===== config.mk =====
export PLATFORM = sky130hd
export DESIGN_NAME = rr_grant_ctrl_flat
export DESIGN_NICKNAME = d
export VERILOG_FILES = /design/src/rtl/rr_grant_ctrl_if.sv /design/src/rtl/rr_grant_ctrl.sv /design/src/flat_wrapper.sv
export SDC_FILE = /design/constraint.sdc
export NUM_CORES = 1
export LEC_CHECK = 0
export ABC_CLOCK_PERIOD_IN_PS = 2300
export CORE_ASPECT_RATIO = 0.6
export CORE_UTILIZATION = 50
export CTS_CLUSTER_SIZE = 16
export DETAILED_ROUTE_END_ITERATION = 12
export PLACE_DENSITY = 0.82
export SETUP_SLACK_MARGIN = 0.3
export SKIP_LAST_GASP = 1
export SYNTH_ARGS = -nofsm -noshare
export SYNTH_HDL_FRONTEND = slang
export SYNTH_SLANG_ARGS = --single-unit

===== constraint.sdc =====
create_clock -name i_clk -period 2.3 [get_ports i_clk]
set_input_delay 0.23 -clock i_clk [delete_from_list [all_inputs] [get_ports i_clk]]
set_output_delay 0.23 -clock i_clk [all_outputs]
set_load 0.05 [all_outputs]

===== src/rtl/rr_grant_ctrl_if.sv =====
// Bundles the controller's request, arbiter and ownership signals.
// The slave modport is the controller; the master modport is its environment.
interface rr_grant_ctrl_if #(
    parameter int N = 8
) ();
    localparam int M = $clog2(N);

    logic [N-1:0] i_req_pulse;
    logic [N-1:0] o_req;
    logic         o_en;
    logic [N-1:0] i_gnt;
    logic         o_busy;
    logic [M-1:0] o_owner;
    logic         o_start;
    logic [N-1:0] o_ovf;
    logic         o_err;

    modport slave (
        input  i_req_pulse, i_gnt,
        output o_req, o_en, o_busy, o_owner, o_start, o_ovf, o_err
    );

    modport master (
        output i_req_pulse, i_gnt,
        input  o_req, o_en, o_busy, o_owner, o_start, o_ovf, o_err
    );
endinterface


===== src/rtl/rr_grant_ctrl.sv =====
// Queues request pulses in saturating counters, runs one arbitration at a time,
// and holds the granted requester as resource owner for a fixed burst.
module rr_grant_ctrl #(
    parameter int N     = 8,
    parameter int CW    = 2,
    parameter int BURST = 4
) (
    input  logic          i_clk,
    input  logic          i_rstn,
    rr_grant_ctrl_if.slave bus
);
    localparam int M  = $clog2(N);
    localparam int BW = (BURST > 1) ? $clog2(BURST) : 1;
    localparam logic [CW-1:0] PEND_MAX   = '1;
    localparam logic [BW-1:0] BURST_LAST = BW'(BURST - 1);

    typedef enum logic [1:0] {S_IDLE, S_ARB, S_WAIT, S_BUSY} state_t;

    state_t        state_q, state_d;
    logic [BW-1:0] burst_q, burst_d;
    logic [M-1:0]  owner_q, owner_d;
    logic [CW-1:0] pend_q [N];
    logic [CW-1:0] pend_d [N];
    logic [N-1:0]  ovf_q, ovf_d;
    logic          err_q, err_d;
    logic [N-1:0]  retire;
    logic [N-1:0]  req;
    logic          gnt_onehot;
    logic [M-1:0]  gnt_idx;

    always_ff @(posedge i_clk) begin
        if (i_rstn) begin
            state_q <= S_IDLE;
            burst_q <= '0;
            owner_q <= '0;
            ovf_q   <= '0;
            err_q   <= 1'b0;
            for (int i = 0; i < N; i++) pend_q[i] <= '0;
        end else begin
            state_q <= state_d;
            burst_q <= burst_d;
            owner_q <= owner_d;
            ovf_q   <= ovf_d;
            err_q   <= err_d;
            for (int i = 0; i < N; i++) pend_q[i] <= pend_d[i];
        end
    end

    // One request is retired for the owner in the last BUSY cycle.
    always_comb begin
        retire = '0;
        if (state_q == S_BUSY && burst_q == '0) retire[owner_q] = 1'b1;
    end

    // A pulse coinciding with a retire cancels out and cannot overflow.
    always_comb begin
        ovf_d = ovf_q;
        req   = '0;
        for (int i = 0; i < N; i++) begin
            pend_d[i] = pend_q[i];
            req[i]    = (pend_q[i] != '0);
            if (bus.i_req_pulse[i] && !retire[i]) begin
                if (pend_q[i] == PEND_MAX) ovf_d[i] = 1'b1;
                else                       pend_d[i] = pend_q[i] + CW'(1);
            end else if (retire[i] && !bus.i_req_pulse[i] && pend_q[i] != '0) begin
                pend_d[i] = pend_q[i] - CW'(1);
            end
        end
    end

    always_comb begin
        gnt_idx    = '0;
        for (int i = 0; i < N; i++) if (bus.i_gnt[i]) gnt_idx = M'(i);
        gnt_onehot = (bus.i_gnt != '0) && ((bus.i_gnt & (bus.i_gnt - N'(1))) == '0);
    end

    always_comb begin
        state_d = state_q;
        burst_d = burst_q;
        owner_d = owner_q;
        err_d   = err_q;
        case (state_q)
            S_IDLE: if (req != '0) state_d = S_ARB;
            S_ARB:  state_d = S_WAIT;
            S_WAIT: begin
                if (gnt_onehot) begin
                    owner_d = gnt_idx;
                    burst_d = BURST_LAST;
                    state_d = S_BUSY;
                end else begin
                    err_d   = 1'b1;
                    state_d = S_IDLE;
                end
            end
            S_BUSY: begin
                if (burst_q == '0) state_d = S_IDLE;
                else               burst_d = burst_q - BW'(1);
            end
            default: state_d = S_IDLE;
        endcase
    end

    always_comb begin
        bus.o_en    = (state_q == S_ARB);
        bus.o_busy  = (state_q == S_BUSY);
        bus.o_start = (state_q == S_BUSY) && (burst_q == BURST_LAST);
    end

    assign bus.o_req   = req;
    assign bus.o_owner = owner_q;
    assign bus.o_ovf   = ovf_q;
    assign bus.o_err   = err_q;
endmodule


===== src/flat_wrapper.sv =====
// flat-port wrapper written by rule: the top's interface ports become plain ports
module rr_grant_ctrl_flat 
#(
    parameter int N     = 8,
    parameter int CW    = 2,
    parameter int BURST = 4
)
  (i_clk, i_rstn, bus_i_req_pulse, bus_i_gnt, bus_o_req, bus_o_en, bus_o_busy, bus_o_owner, bus_o_start, bus_o_ovf, bus_o_err);
  rr_grant_ctrl_if #(.N(N)) bus_i ();
  input  logic i_clk;
  input  logic i_rstn;
  input wire logic [$bits(bus_i.i_req_pulse)-1:0] bus_i_req_pulse;
  input wire logic [$bits(bus_i.i_gnt)-1:0] bus_i_gnt;
  output wire logic [$bits(bus_i.o_req)-1:0] bus_o_req;
  output wire logic [$bits(bus_i.o_en)-1:0] bus_o_en;
  output wire logic [$bits(bus_i.o_busy)-1:0] bus_o_busy;
  output wire logic [$bits(bus_i.o_owner)-1:0] bus_o_owner;
  output wire logic [$bits(bus_i.o_start)-1:0] bus_o_start;
  output wire logic [$bits(bus_i.o_ovf)-1:0] bus_o_ovf;
  output wire logic [$bits(bus_i.o_err)-1:0] bus_o_err;
  assign bus_i.i_req_pulse = bus_i_req_pulse;
  assign bus_i.i_gnt = bus_i_gnt;
  assign bus_o_req = bus_i.o_req;
  assign bus_o_en = bus_i.o_en;
  assign bus_o_busy = bus_i.o_busy;
  assign bus_o_owner = bus_i.o_owner;
  assign bus_o_start = bus_i.o_start;
  assign bus_o_ovf = bus_i.o_ovf;
  assign bus_o_err = bus_i.o_err;
  rr_grant_ctrl #(.N(N), .CW(CW), .BURST(BURST)) u_core (.i_clk(i_clk), .i_rstn(i_rstn), .bus(bus_i));
endmodule

### Word level (Yosys, flattened, before mapping)

Memories as Yosys holds them, arrays and structs flattened.
Index checks and enable logic that the tools add are counted.

* div/mod/pow operators: 0
* $add $sub $neg: 18
* mux-type cells: 52
* shift operators: 0
* equality and inequality tests: 16
* bitwise logic cells: 10
* reduce and logical (&&, ||, !) cells: 70
* $mul: 0
* magnitude comparators: 2

Operators with widths (count)
* $mux 2: 39
* $logic_and 1x1->1: 28
* $eq 2x2->1 const B: 11
* $reduce_and 2->1: 11
* $reduce_bool 2->1: 9
* $sub 2x1->2 const B: 9
* $add 2x1->2 const B: 8
* $logic_not 1->1: 16
* $reduce_bool 8->1: 2
* $mux 3: 4
* $and 8x8->8: 1
* $logic_not 8->1: 1
* $mux 8: 1
* $or 1x1->1: 8
* $pmux 2 s4: 1
* $sub 8x1->8 const B: 1
* $ne 2x1->1 const B: 3
* $mux 1: 5
* $logic_not 2->1: 2
* $lt 3x4->1 const B: 1
* $pmux 2 s2: 1
* $demux 1 s3: 1
* $ge 3x1->1 const B: 1
* $reduce_and 3->1: 1
* 3 further kinds: 3

* memory bits (writable): 16
* bits in read-only memories: 0
* memories kept: 1
* register bits after elaboration: 16
* latch bits: 0

Memory list
* u_core.pend_q: depth 8, bits a word 2, read ports 8, clocked after Yosys merged registers in 0, wr ports 8, line rr_grant_ctrl.sv:22 `logic [CW-1:0] pend_q [N];`

### Depth between registers and ports, before layout

Gate-level depths: netlist of run 1.

* word-level depth: 10
* gate-level depth with buffers: 8
* depth with buffers taken out: 7

### Worst setup path after synthesis of run 1

OpenSTA, ideal clock, no wires.

* path kind: reg-to-reg
* start: memory u_core.pend_q[0][1]
* end: register u_core.state_q[0]
* period minus slack after synthesis: 1.917 ns
* arrival time: 1.777 ns
* slack: 0.383 ns
* stages on the path, launching flop included: 6
* cell sequence: dfxtp_1 > or2_2 > or3_1 > or4_1 > o41ai_2 > a221oi_1

RTL lines
* start: declaration: line rr_grant_ctrl.sv:22
* end signal: assignment: line rr_grant_ctrl.sv:40 `state_q <= state_d;`
* end: declaration: line rr_grant_ctrl.sv:19 `state_t state_q, state_d;`

==> results of run 1 <==
[per-stage QoR]
stage / hold slack [ps] / cells / setup slack (ps) / utilization (%)
2_1_floorplan: 409 / 225 / 383 / -
3_3_place_gp: 452 / 308 / 78.9 / 67.7
3_5_place_dp: 459 / 308 / 60.2 / 67.7
4_1_cts: 478 / 316 / 312 / 70.3
5_1_grt: 496 / 316 / 277 / 71.8
6_report: 471 / 316 / 310 / 71.8
[state kept, by name, indices dropped and copies added, names as in the netlist]
register	count
u_core.bus.o_err	1
u_core.pend_q	16
u_core.burst_q	2
u_core.bus.o_owner	3
u_core.state_q	2
u_core.bus.o_ovf	8
[cells in the mapped netlist (all sizes together) (2+ instances only)]
cell type,number,area [sq um]
nor3b,2,15.0
mux2i,2,20.0
nor2,13,48.8
a21oi,22,110
o31a,2,17.5
nor3,6,30.0
inv,5,18.8
nand3,7,35.0
and2,6,37.5
o21ai,25,125
dfxtp,32,641
clkbuf,9,33.8
o21a,9,67.6
or2,10,62.6
o41ai,2,25.0
o21bai,2,15.0
ha,2,25.0
or4,4,33.8
o31ai,2,15.0
nor2b,8,50.1
a31oi,8,50.1
o211ai,2,28.8
or3,7,43.8
nand2b,3,18.8
nand2,24,90.1
[power breakdown]
group / internal (mW) / leakage (nW) / switching, mW
clock: 0.244 / 0.0455 / 0.206
sequential: 0.587 / 0.265 / 0.0418
combinational: 0.144 / 0.570 / 0.195
total: 0.975 / 0.880 / 0.443
[kinds of logic after synthesis]
family	count (synthesis)	share of synthesized area, %
AND/OR/NAND/NOR	94	27.9
AO/OA/AOI/OAI	79	29.2
flip-flops	32	36.1
buffers and inverters	14	2.96
multiplexers	3	1.97
adder cells (fa/ha/maj)	2	1.41
XOR/XNOR	1	0.494
[layout make-up]
type / count / area (sq um)
multi-input combinational: 179 / 1110
fill: 278 / 936
sequential: 32 / 651
timing repair buffer: 47 / 459
clock buffer: 8 / 90.1
tap: 45 / 56.3
inverter: 5 / 18.8
[metal layers]
layer  wire [microns]  share of wire, %
met2             1780                41
met3              272               6.2
met1             2300                52
met4               29              0.66
met5                0                 0
[critical path, stage by stage, from the launching register on]
cell and delay (ps):
dfxtp_2 340, or2_2 310, or2_1 260, or4_4 510, o41ai_4 380, a21oi_1 70
[repair_timing]
item | 4_1_cts | 5_1_grt
resized for setup | 3 | 18
pin swaps | 0 | 2
hold buffers | 0 | 0
setup endpoints to repair | 3 | 7
[how the worst min path moves through the flow]
stage | cells after the start | end | slack (ps)
global placement | 2 | u_core.bus.o_ovf[5] | 450
global route | 2 | u_core.bus.o_ovf[2] | 500
finish | 2 | u_core.bus.o_ovf[4] | 470
detailed placement | 2 | u_core.bus.o_ovf[3] | 460
floorplan | 2 | u_core.bus.o_owner[2] | 410
CTS | 2 | u_core.bus.o_ovf[1] | 480
==> results_dict.tcl, run 1 <==
set metrics [dict create \
    gp_congestion 0.826 \
    yosysWarnings 0 \
    power_density_nw_per_um2 594 \
    max_freq_mhz 502 \
    rows 16 \
    vias 1766 \
    ys.flop_type "dfxtp_1" \
    diodes 0 \
    final-max-slew-violation-count 0 \
    finalSetupViolations 0 \
    drv_cap 0 \
    endpoint "u_core.state_q[1]" \
    path_class "flop to flop" \
    track_usage_pct 25.0 \
    grt.busiest_layer "met1" \
    ff2ff_setup_slack_ps 310 \
    clockBufferDepth 2 \
    finalSetupTns_ps 0 \
    mostFrequentLayoutCell "clkdlybuf4s50_1" \
    routed_wirelength_mm 4.38 \
    rsz0062_at_grt "true" \
    nets 290 \
    crit_fanout 5 \
    netlist_instances 225 \
    cts-root-buf "clkbuf_8" \
    overflow 0 \
    tritoncts "done" \
    grt_first_pass_wirelength_mm 6.96 \
    drive_gt1_share_pct 14.8 \
    avgSynthCellArea_sq_um 7.89 \
    ir_drop_mv 0.335 \
    p_total_mw 1.42 \
    ff2ff_path_depth 5 \
    maxSlewHeadroom_pct 65.2 \
    ant_nets 0 \
    synth_seq_cells 32 \
    async_reset_ff_share_pct 0 \
    synth.lib_cells_used.distinct 40 \
    cts.sinks 32 \
    tightest_slew_ps 521 \
    hold_violations 0 \
    drc 0 \
    hold_start "u_core.bus.o_ovf[4]" \
    period_needed_ps 1990 \
    fp.dieH_microns 48.1 \
    start_kind "flop" \
    wire_per_inst_microns 13.9 \
    critical_path_required_ps 2460 \
    post-route-cell-area_sq_um 2390 \
    first_pass_iters 4 \
    timing.rr.end "u_core.state_q[1]" \
    grt_max_degree 27 \
    clk_pin_slew_ps 70 \
    layout_common_cells "36 x clkdlybuf4s50_1, 24 x nand2_1, 24 x o21ai_0, 24 x dfxtp_1, 22 x a21oi_1" \
    rr_startpoint "u_core.pend_q[1][2]" \
    use_met3_pct 7.29 \
    hp-class "flop to flop" \
    synth_edf_count 0 \
    worstPathArrival_ps 2150 \
    syn_area_sq_um 1770 \
    num_io_pins 41 \
    synth_fp_nets 245 \
    die-area_sq_um 3800 \
    cts_max_level 2 \
    power_leakage_nw 0.880 \
    yosysSeqAreaShare_pct 36.1 \
    dpl_cell_area_sq_um 2250 \
    core_sq_um 3320 \
    initialDrtViolationCount 112 \
    vias_per_cell 5.59 \
    gr-usage-met2_pct 35.5 \
    start_util_pct 53.4 \
    syn2layout_area_growth_pct 34.6 \
    crit_path_end_kind "flop" \
    final.period_utilization_pct 86.5 \
    clkLatencyLatePin_ps 290 \
    port_buffers 40 \
    grt_pass1_vias 1423 \
    place_hpwl_mm 3.06 \
    worst_clock_skew_ps 7.86 \
    cts_made_buffers 5 \
    post_cts_buffers 0 \
    met1_usage_pct 36.9 \
    crit_path_start "u_core.pend_q[1][2]" \
    antenna_found_initial 0 \
    outcome "finished, final reports clean" \
    die_w_microns 78.9 \
]
Note: power is estimated with default switching activity, not from simulation.
==> run 2: changes to the inputs <==
--- a/config.mk
+++ b/config.mk
@@ -10,6 +10,7 @@
 export CORE_UTILIZATION = 50
 export CTS_CLUSTER_SIZE = 16
 export DETAILED_ROUTE_END_ITERATION = 12
+export MAX_ROUTING_LAYER = met4
 export PLACE_DENSITY = 0.82
 export SETUP_SLACK_MARGIN = 0.3
 export SKIP_LAST_GASP = 1
==> run 2 against run 1 <==
  * Fmax is 0.59% higher
  * Die area unchanged
  * Core utilization stayed put
  * Worst hold slack about the same
  * Combinational power hardly changed
  * Via count fell by 0.91%
  * Critical path type unchanged
==> results_dict.tcl, run 2 (synthesis results as in run 1) <==
set metrics [dict create \
    outcome "finished, final reports clean" \
    power_frac_clock_pct 31.8 \
    start_util_pct 53.4 \
    max_freq_mhz 505 \
    largest_reg_flops 16 \
    maxSlewHeadroom_pct 65.2 \
    syn2layout_area_growth_pct 34.6 \
    grt_first_pass_wirelength_mm 6.95 \
    fillers 278 \
    clkLatencyLatePin_ps 290 \
    cellInternalPower_mw 0.975 \
    finalSetupViolations 0 \
    routed_wirelength_mm 4.39 \
    switching_share_pct 31.3 \
    critical_path_required_ps 2460 \
    final.period_utilization_pct 86.0 \
    path_class "flop to flop" \
    vias 1750 \
    seq_power_share_pct 44.4 \
    hp-class "flop to flop" \
    vias_per_cell 5.54 \
    crit_path_end_kind "flop" \
    final_util_pct 71.8 \
    place_hpwl_mm 3.06 \
    power_density_nw_per_um2 594 \
    core_sq_um 3320 \
    cts.sinks 32 \
    antenna_found_initial 0 \
    track_usage_pct 25.9 \
    final-max-slew-violation-count 0 \
    hold_violations 0 \
    final_cells 316 \
    cts_max_level 2 \
    start_kind "flop" \
    post-route-cell-area_sq_um 2390 \
    initialDrtViolationCount 110 \
    grt_pass1_vias 1427 \
    seqCellArea_sq_um 651 \
    ir_drop_mv 0.334 \
    layout_common_cells "36 x clkdlybuf4s50_1, 24 x nand2_1, 24 x o21ai_0, 24 x dfxtp_1, 22 x a21oi_1" \
    cts_made_buffers 5 \
    hold_buffers 0 \
    wire_per_inst_microns 13.9 \
    diodes 0 \
    drc 0 \
    nets 290 \
    clockBufferDepth 2 \
    port_buffers 40 \
    num_io_pins 41 \
    die-area_sq_um 3800 \
    ant_nets 0 \
    drive_gt1_share_pct 14.8 \
    dp_cells 308 \
    period_needed_ps 1980 \
    post_cts_buffers 0 \
    die_w_microns 78.9 \
    p_total_mw 1.42 \
    multi_input_area_sq_um 1110 \
    tightest_slew_ps 521 \
    rsz0062_at_grt "true" \
    top_register "u_core.pend_q" \
    clk_pin_slew_ps 70 \
    rows 16 \
    comb_power_share_pct 23.8 \
    grt_max_degree 27 \
    cts-root-buf "clkbuf_8" \
    worstPathArrival_ps 2140 \
    dpl_cell_area_sq_um 2250 \
    overflow 0 \
    power_leakage_nw 0.880 \
    fp.dieH_microns 48.1 \
    drv_cap 0 \
    crit_fanout 5 \
    tritoncts "done" \
    worst_clock_skew_ps 6.81 \
    p_switching_mw 0.443 \
    gp_congestion 0.838 \
    mostFrequentLayoutCell "clkdlybuf4s50_1" \
    finalSetupTns_ps 0 \
    first_pass_iters 4 \
]
run 2: cell counts in the layout (fill, tap and decap cells not counted):
Identical to the previous run, type by type.
run 2: metrics by stage:
stage | worst slack (ps) | hold WS (ps)
floorplan | 383 | 409
detailed placement | 60.2 | 459
finish | 322 | 470
global route | 277 | 496
CTS | 312 | 478
global placement | 78.9 | 452
run 2: worst max-delay path: stages (launching register included):
cell	delay, ps
dfxtp_2	340
or2_2	310
or2_1	260
or4_4	510
o41ai_4	370
a21oi_1	70
run 2: worst paths after layout:
| kind | slack (ps) | startpoint | endpoint | depth (start not counted) |
|---|---|---|---|---|
| worst max-delay path | 320 | u_core.pend_q[1][2] | u_core.state_q[1] | 5 |
| worst min-delay path | 470 | u_core.bus.o_ovf[4] | u_core.bus.o_ovf[4] | 2 |
| worst max register to register | 320 | u_core.pend_q[1][2] | u_core.state_q[1] | 5 |
| worst min register to register | 470 | u_core.bus.o_ovf[4] | u_core.bus.o_ovf[4] | 2 |
run 2: repair_timing:
item,CTS,global route
pin swaps,0,2
setup endpoints to repair,3,7
gates resized for setup,3,18
run 2: layout make-up:
class / count / share of cell area [%]
well taps: 45 / 2.36
multi-input cells: 179 / 46.6
flip-flops and latches: 32 / 27.3
inverters: 5 / 0.786
repair buffers: 47 / 19.2
clock buffers: 8 / 3.77
run 2: power groups by stage:
stage,Clock [mW],Sequential (mW),Combinational (mW)
after global routing,0.476,0.636,0.364
after floorplan,0,0.633,0.204
after CTS,0.454,0.624,0.324
final,0.451,0.629,0.338
after global placement,0,0.635,0.322
after detailed placement,0,0.636,0.324
run 2: routing by layer:
layer	routed length, microns	up-vias	GRT usage [%]
met5	0	-	-
met4	33	0	6.55
met3	285	6	7.29
met2	1770	52	35.5
met1	2300	785	36.9
li1	-	907	-
